**src/rtl/stack_pkg.sv**
```systemverilog
// Shared types for the operand stack: opcodes, error codes and control states.
// Imported by the stack core and by anything that drives or decodes it.
package stack_pkg;

   typedef enum logic [2:0] {
      OP_NOP  = 3'd0,
      OP_PUSH = 3'd1,
      OP_POP  = 3'd2,
      OP_DUP  = 3'd3,
      OP_SWAP = 3'd4,
      OP_ADD  = 3'd5,
      OP_SUB  = 3'd6,
      OP_CLR  = 3'd7
   } stack_op_t;

   typedef enum logic [1:0] {
      ERR_NONE      = 2'd0,
      ERR_OVERFLOW  = 2'd1,
      ERR_UNDERFLOW = 2'd2
   } err_code_t;

   typedef enum logic {
      ST_RUN   = 1'b0,
      ST_ERROR = 1'b1
   } stack_state_t;

endpackage

```
**src/rtl/operand_stack.sv**
```systemverilog
// Register-array operand stack with arithmetic ops and a sticky error state.
// An accepted op updates top/next/depth on the following clock edge.
module operand_stack
   import stack_pkg::*;
#(
   parameter int WIDTH = 8,
   parameter int DEPTH = 16
) (
   input  logic                       clk,
   input  logic                       rst_n,
   input  stack_op_t                  op,
   input  logic                       op_valid,
   output logic                       op_ready,
   input  logic [WIDTH-1:0]           push_data,
   output logic [WIDTH-1:0]           top,
   output logic [WIDTH-1:0]           next,
   output logic [$clog2(DEPTH):0]     depth,
   output logic                       empty,
   output logic                       full,
   output logic                       err,
   output err_code_t                  err_code
);

   localparam int AW = $clog2(DEPTH);
   localparam int DW = AW + 1;

   logic [WIDTH-1:0] mem_q [DEPTH];
   logic [DW-1:0]    depth_q, depth_d;
   stack_state_t     state_q, state_d;
   err_code_t        err_code_q, err_code_d;

   logic [AW-1:0]    tos_idx, nos_idx, new_idx;
   logic [WIDTH-1:0] tos_val, nos_val;
   logic             has1, has2, is_full, accept;

   logic             wr_a_en, wr_b_en;
   logic [AW-1:0]    wr_a_idx, wr_b_idx;
   logic [WIDTH-1:0] wr_a_data, wr_b_data;

   // Indices wrap harmlessly when depth is too small; has1/has2 mask the reads.
   assign tos_idx = AW'(depth_q - DW'(1));
   assign nos_idx = AW'(depth_q - DW'(2));
   assign new_idx = depth_q[AW-1:0];
   assign tos_val = mem_q[tos_idx];
   assign nos_val = mem_q[nos_idx];
   assign has1    = (depth_q != '0);
   assign has2    = (depth_q >= DW'(2));
   assign is_full = (depth_q == DW'(DEPTH));

   assign op_ready = (state_q == ST_RUN) || (op == OP_CLR);
   assign accept   = op_valid && op_ready;

   always_comb begin
      // NOTE: every signal gets a default first so no path can infer a latch.
      depth_d    = depth_q;
      state_d    = state_q;
      err_code_d = err_code_q;
      wr_a_en    = 1'b0;
      wr_a_idx   = new_idx;
      wr_a_data  = push_data;
      wr_b_en    = 1'b0;
      wr_b_idx   = nos_idx;
      wr_b_data  = tos_val;

      if (accept) begin
         unique case (op)
            OP_CLR: begin
               depth_d    = '0;
               state_d    = ST_RUN;
               err_code_d = ERR_NONE;
            end
            OP_PUSH: begin
               if (is_full) begin
                  state_d    = ST_ERROR;
                  err_code_d = ERR_OVERFLOW;
               end else begin
                  wr_a_en = 1'b1;
                  depth_d = depth_q + DW'(1);
               end
            end
            OP_DUP: begin
               if (!has1) begin
                  state_d    = ST_ERROR;
                  err_code_d = ERR_UNDERFLOW;
               end else if (is_full) begin
                  state_d    = ST_ERROR;
                  err_code_d = ERR_OVERFLOW;
               end else begin
                  wr_a_en   = 1'b1;
                  wr_a_data = tos_val;
                  depth_d   = depth_q + DW'(1);
               end
            end
            OP_POP: begin
               if (!has1) begin
                  state_d    = ST_ERROR;
                  err_code_d = ERR_UNDERFLOW;
               end else begin
                  depth_d = depth_q - DW'(1);
               end
            end
            OP_SWAP: begin
               if (!has2) begin
                  state_d    = ST_ERROR;
                  err_code_d = ERR_UNDERFLOW;
               end else begin
                  wr_a_en   = 1'b1;
                  wr_a_idx  = tos_idx;
                  wr_a_data = nos_val;
                  wr_b_en   = 1'b1;
               end
            end
            OP_ADD, OP_SUB: begin
               if (!has2) begin
                  state_d    = ST_ERROR;
                  err_code_d = ERR_UNDERFLOW;
               end else begin
                  wr_a_en   = 1'b1;
                  wr_a_idx  = nos_idx;
                  wr_a_data = (op == OP_ADD) ? nos_val + tos_val : nos_val - tos_val;
                  depth_d   = depth_q - DW'(1);
               end
            end
            default: ;
         endcase
      end
   end

   // NOTE: sequential state uses non-blocking assignments only.
   always_ff @(posedge clk or negedge rst_n) begin
      if (!rst_n) begin
         depth_q    <= '0;
         state_q    <= ST_RUN;
         err_code_q <= ERR_NONE;
      end else begin
         depth_q    <= depth_d;
         state_q    <= state_d;
         err_code_q <= err_code_d;
      end
   end

   // NOTE: the storage array is deliberately not reset; depth_q alone defines valid entries.
   always_ff @(posedge clk) begin
      if (wr_a_en) mem_q[wr_a_idx] <= wr_a_data;
      if (wr_b_en) mem_q[wr_b_idx] <= wr_b_data;
   end

   assign top      = has1 ? tos_val : '0;
   assign next     = has2 ? nos_val : '0;
   assign depth    = depth_q;
   assign empty    = !has1;
   assign full     = is_full;
   assign err      = (state_q == ST_ERROR);
   assign err_code = err_code_q;

endmodule

```
**config.mk**
```make
export PLATFORM = sky130hd
export DESIGN_NAME = operand_stack
export DESIGN_NICKNAME = d
export VERILOG_FILES = /design/src/rtl/stack_pkg.sv /design/src/rtl/operand_stack.sv
export SDC_FILE = /design/constraint.sdc
export NUM_CORES = 1
export LEC_CHECK = 0
export ABC_AREA = 1
export BUFFER_PORTS_ARGS = -buffer_cell sky130_fd_sc_hd__buf_2
export CAP_MARGIN = 20
export CORE_MARGIN = 3
export CORE_UTILIZATION = 35
export DETAILED_ROUTE_END_ITERATION = 7
export GPL_ROUTABILITY_DRIVEN = 0
export SLEW_MARGIN = 20
export SYNTH_ARGS = -nofsm -noshare
export SYNTH_HDL_FRONTEND = slang
export SYNTH_SLANG_ARGS = --single-unit
export TNS_END_PERCENT = 50
```
**constraint.sdc**
```tcl
create_clock -name clk -period 8.51 [get_ports clk]
set_input_delay 0.4255 -clock clk [delete_from_list [all_inputs] [get_ports clk]]
set_output_delay 0.4255 -clock clk [all_outputs]
set_load 0.03 [all_outputs]
```
---- Word level (Yosys, flattened, before mapping) ----
Memory sizes are Yosys's and may differ from the RTL's.
Index checks and enable logic that the tools add are counted.
word-level totals
  output and inout bits ................... 27
  bits in writable memories ............... 128
  memories kept ........................... 1
  register bits ........................... 8
memories
  memory  depth  bits a word  read ports  clocked after memory_dff  wr ports  RTL line             source
  mem_q   16     8            2           0                         2         operand_stack.sv:27  logic [WIDTH-1:0] mem_q [DEPTH];
operators by class
  bitwise logic cells ..................... 1
  equality and inequality tests ........... 13
  order comparisons ....................... 1
  reductions and logical operators ........ 10
  add/sub/neg operators ................... 5
  multiplexer cells ....................... 39
operators with widths
  kind                   number
  $mux W8                8
  $pmux W5 S5            1
  $pmux W8 S3            1
  $mux W5                4
  $reduce_bool A5 Y1     3
  $mux W1                14
  $eq A3 B3 Y1 const B   4
  $mux W4                3
  $ne A2 B2 Y1 const B   5
  $pmux W2 S5            1
  $add A8 B8 Y8          1
  $mux W2                4
  $pmux W4 S2            1
  $sub A8 B8 Y8          1
  $eq A3 B2 Y1 const B   2
  $add A5 B1 Y5 const B  1
  $eq A5 B5 Y1 const B   1
  $ge A5 B2 Y1 const B   1
  $pmux W1 S5            1
  $reduce_and A5 Y1      1
  $sub A5 B1 Y5 const B  1
  $reduce_and A4 Y1      1
  $sub A4 B2 Y4 const B  1
  $eq A3 B1 Y1 const B   1
  7 further kinds        7

---- Logic depth before layout (Yosys ltp) ----
  depth in word-level cells ............... 7
  depth in mapped cells ................... 37

---- Least setup slack after synthesis ----
Ideal clock, no wire load.
  kind .................................... register to register
  from .................................... register depth_q[1], in the netlist depth[1]
  to ...................................... memory mem_q[2][6] (data pin)
  clock period less this slack ............ 5,167 ps
  cell stages (with the launch flop) ...... 32
  buffers on the path ..................... 7
  data arrival time ....................... 4,901 ps
  setup slack ............................. 3,343 ps
  path through ............................ dfrtp_1 -> buf_2 -> inv_2 -> buf_2 -> buf_2 -> ha_1 -> xor2_4 -> buf_6 -> nand3_1 -> nand3_1 -> nand2_1 -> inv_1 -> clkbuf_1 -> clkbuf_1 -> ha_1 -> nand2_1 -> o21ai_0 -> fa_1 -> nand2_1 -> inv_1 -> o21a_1 -> nor2_1 -> nor2_1 -> o21ai_0 -> nand3b_1 -> nand3_1 -> o211ai_1 -> nand2_1 -> o21ai_2 -> buf_4 -> nand2_1 -> o21ai_1
RTL lines
  element                   RTL line              source
  start: declaration        operand_stack.sv:28   logic [DW-1:0] depth_q, depth_d;
  start signal: assignment  operand_stack.sv:136  depth_q <= depth_d;
  end: declaration          operand_stack.sv:27

==> flow_metrics.env <==
export IMPL_path_clk_slew_ns=0.07
export IMPL_worstPathArrival_ns=6.59
export IMPL_synth_xor_area_share_pct=1.05
export IMPL_synth_simple_area_share_pct=29.2
export IMPL_grt_pass1_wl_um=51600
export IMPL_ctsRootBufferMaster="clkbuf_16"
export IMPL_first_global_vias=9179
export IMPL_slowest_delay_ns=0.89
export IMPL_synth_top_family_by_area="simple AND/OR/NAND/NOR gates"
export IMPL_ios=41
export IMPL_drive_above_1_share_pct=10.9
export IMPL_drv_slew=0
export IMPL_hold_buffers=1
export IMPL_critPathMaxFanout=72
export IMPL_crit_type="register to register"
export IMPL_first_pass_iters=6
export IMPL_synth_edf_count=128
export IMPL_antenna_found_initial=0
export IMPL_start_util_pct=35.8
export IMPL_tightest_slew_ns=1.07
export IMPL_syn_avg_cell_area_um2=7.26
export IMPL_fin_crit_sh_pct=75.7
export IMPL_crit_path_top_delay_cell="dfrtp_4"
export IMPL_io_buffers=40
export IMPL_syn_to_final_growth_pct=8.77
export IMPL_diodes=0
export IMPL_core_um2=28000
export IMPL_hp_class="input pin to asynchronous set/reset pin"
export IMPL_dieArea_um2=30700
export IMPL_syn_num_nets=1412
export IMPL_synth_mux_area_share_pct=0.112
export IMPL_gr_usage_all_layers_pct=21.9
export IMPL_finalHoldViolCount=0
export IMPL_cap_violations=0
export IMPL_rsz0062_at_grt="false"
export IMPL_yosys_area_top_type="edfxtp_1"
export IMPL_ys_top_cells_by_area="edfxtp_1, nand2_1, o21ai_0"
export IMPL_period_minus_slack_ns=6.44
export IMPL_routedWlPerCell_um=19.0
export IMPL_drc=0
export IMPL_postSynthRegisterBits=136
export IMPL_drt_iter0_drc=987
export IMPL_h_tree_depth=4
export IMPL_async_reset_ff_share_pct=5.88
export IMPL_synth_cell_types=53
export IMPL_numCtsBuffers=17
export IMPL_grt_start_max_net_pins=101
export IMPL_synth_warnings=0
export IMPL_ys_flop_type="edfxtp_1"
export IMPL_num_rows=61
export IMPL_synth_compound_area_share_pct=16.5
export IMPL_routed_via_density=5.46
export IMPL_insertion_delay_ns=0.43
export IMPL_fin_setup_tns_ns=0
export IMPL_final_common_cell="nand2_1"
export IMPL_clock_path_buffers=2
export IMPL_finalSetupViolCount=0
export IMPL_fmax_mhz=155
export IMPL_synth_top_cell_area_share_pct=38.4
export IMPL_chipWidth_um=175
export IMPL_wl_um=33500
export IMPL_slew_headroom_pct=28.0
export IMPL_grt_overflow=0
export IMPL_path_common_cell="nand2_1"
export IMPL_ant_nets=0
export IMPL_cts_sinks=136
export IMPL_finClkSkew_ns=0.0166
export IMPL_nets=1406
export IMPL_start_kind="register"
export IMPL_syn_inst=1381
export IMPL_status="finished, final reports clean"
export IMPL_hpwlAfterDp_um=23300
export IMPL_crit_path_end_kind="register"
export IMPL_cp_required_ns=8.66
export IMPL_cts_resized=0
export IMPL_vias=9637
export IMPL_synth_area_um2=10000
export IMPL_num_fill_cells=2916
export IMPL_final_cell_mix="nand2_1, o21ai_0, inv_1, edfxtp_1, nand3_1"
export IMPL_die_y_um=175
export IMPL_post_cts_buffers=0
export IMPL_seq_area_frac_synth_pct=40.4
export IMPL_synth_fa_ha_area_share_pct=2.20
export IMPL_cts_tree="yes"
-- worst max-delay path, delay by kind of cell (launching register included) --
family          cells  cell delay, ns
buf+inv             5            1.82
simple gates       12            1.22
fa+ha+maj           3            1.25
compound gates      6            0.92
flops               1            0.89
-- cells in the mapped netlist (2+ instances only) --
library cell / instances
nand2_1: 452
o21ai_0: 152
inv_1: 133
edfxtp_1: 128
nand3_1: 118
nor2_1: 67
a21oi_1: 54
o21ai_1: 45
buf_2: 34
clkbuf_1: 25
ha_1: 16
a32o_1: 12
nand3_2: 12
buf_4: 11
inv_2: 11
nor3_1: 11
nand2_2: 9
buf_6: 8
dfrtp_1: 8
o21ai_2: 8
o211ai_1: 7
nand4_1: 6
xor2_1: 6
buf_1: 5
nor2_2: 5
o22ai_1: 4
a21oi_2: 3
a31oi_1: 3
nand2_4: 2
nand3b_1: 2
nor2_4: 2
-- layout make-up --
class	instances	area (um^2)	share of cell area [%]
multi-input combinational	1012	4910	45.1
sequential	136	4050	37.1
inverter	146	559	5.13
tap	378	473	4.34
clock buffer	17	425	3.90
timing repair buffer	62	368	3.38
clock inverter	15	113	1.03
-- routing by layer --
layer / part of all wire [%] / track usage (%) / up-vias
li1: - / - / 4590
met1: 43 / 29.7 / 4513
met2: 45 / 34.9 / 449
met3: 8.0 / 3.32 / 85
met4: 3.7 / 9.18 / 0
met5: 0 / 0 / -
-- cells by family (layout without fill, tap and decap cells) --
logic type               after synthesis  count (layout)
adder cells (fa/ha/maj)               17              17
AO/OA/AOI/OAI                        296             296
buffers and inverters                233             240
XOR/XNOR                               9               9
multiplexers                           1               1
flip-flops                           136             136
AND/OR/NAND/NOR                      689             689
-- worst paths after layout --
path | start | endpoint | slack, ns | cells after the start
worst max-delay path | depth[0] | mem_q[12][6] | 2.07 | 26
worst min-delay path | rst_n | err_code[1] | 0.37 | 2
worst max register to register | depth[0] | mem_q[12][6] | 2.07 | 26
worst min register to register | err_code[0] | err_code[0] | 0.52 | 1
max in group asynchronous | rst_n | depth[0] | 7.93 | 2
min in group clk | op[2] | depth[0] | 0.44 | 4
-- flip-flops by register name, indices dropped and copies added (netlist names) --
signal / count
mem_q: 128
depth: 5
err_code: 2
err: 1
-- stage by stage --
| step | setup slack, ns | std cells | hold WS, ns | util [%] | cell area (um^2) |
|---|---|---|---|---|---|
| detailed placement | 2.20 | 1733 | 0.291 | 37.0 | 10400 |
| CTS | 2.16 | 1766 | 0.360 | 38.9 | 10900 |
| finish | 2.07 | 1766 | 0.367 | 38.9 | 10900 |
| global route | 1.49 | 1766 | 0.373 | 38.9 | 10900 |
| floorplan | 3.34 | 1381 | 0.130 | - | 10000 |
| global placement | 2.36 | 1733 | 0.289 | 37.0 | 10400 |
Power is not shown: default switching activity piles up to over one toggle a cycle in this logic, so the estimate is an artifact.
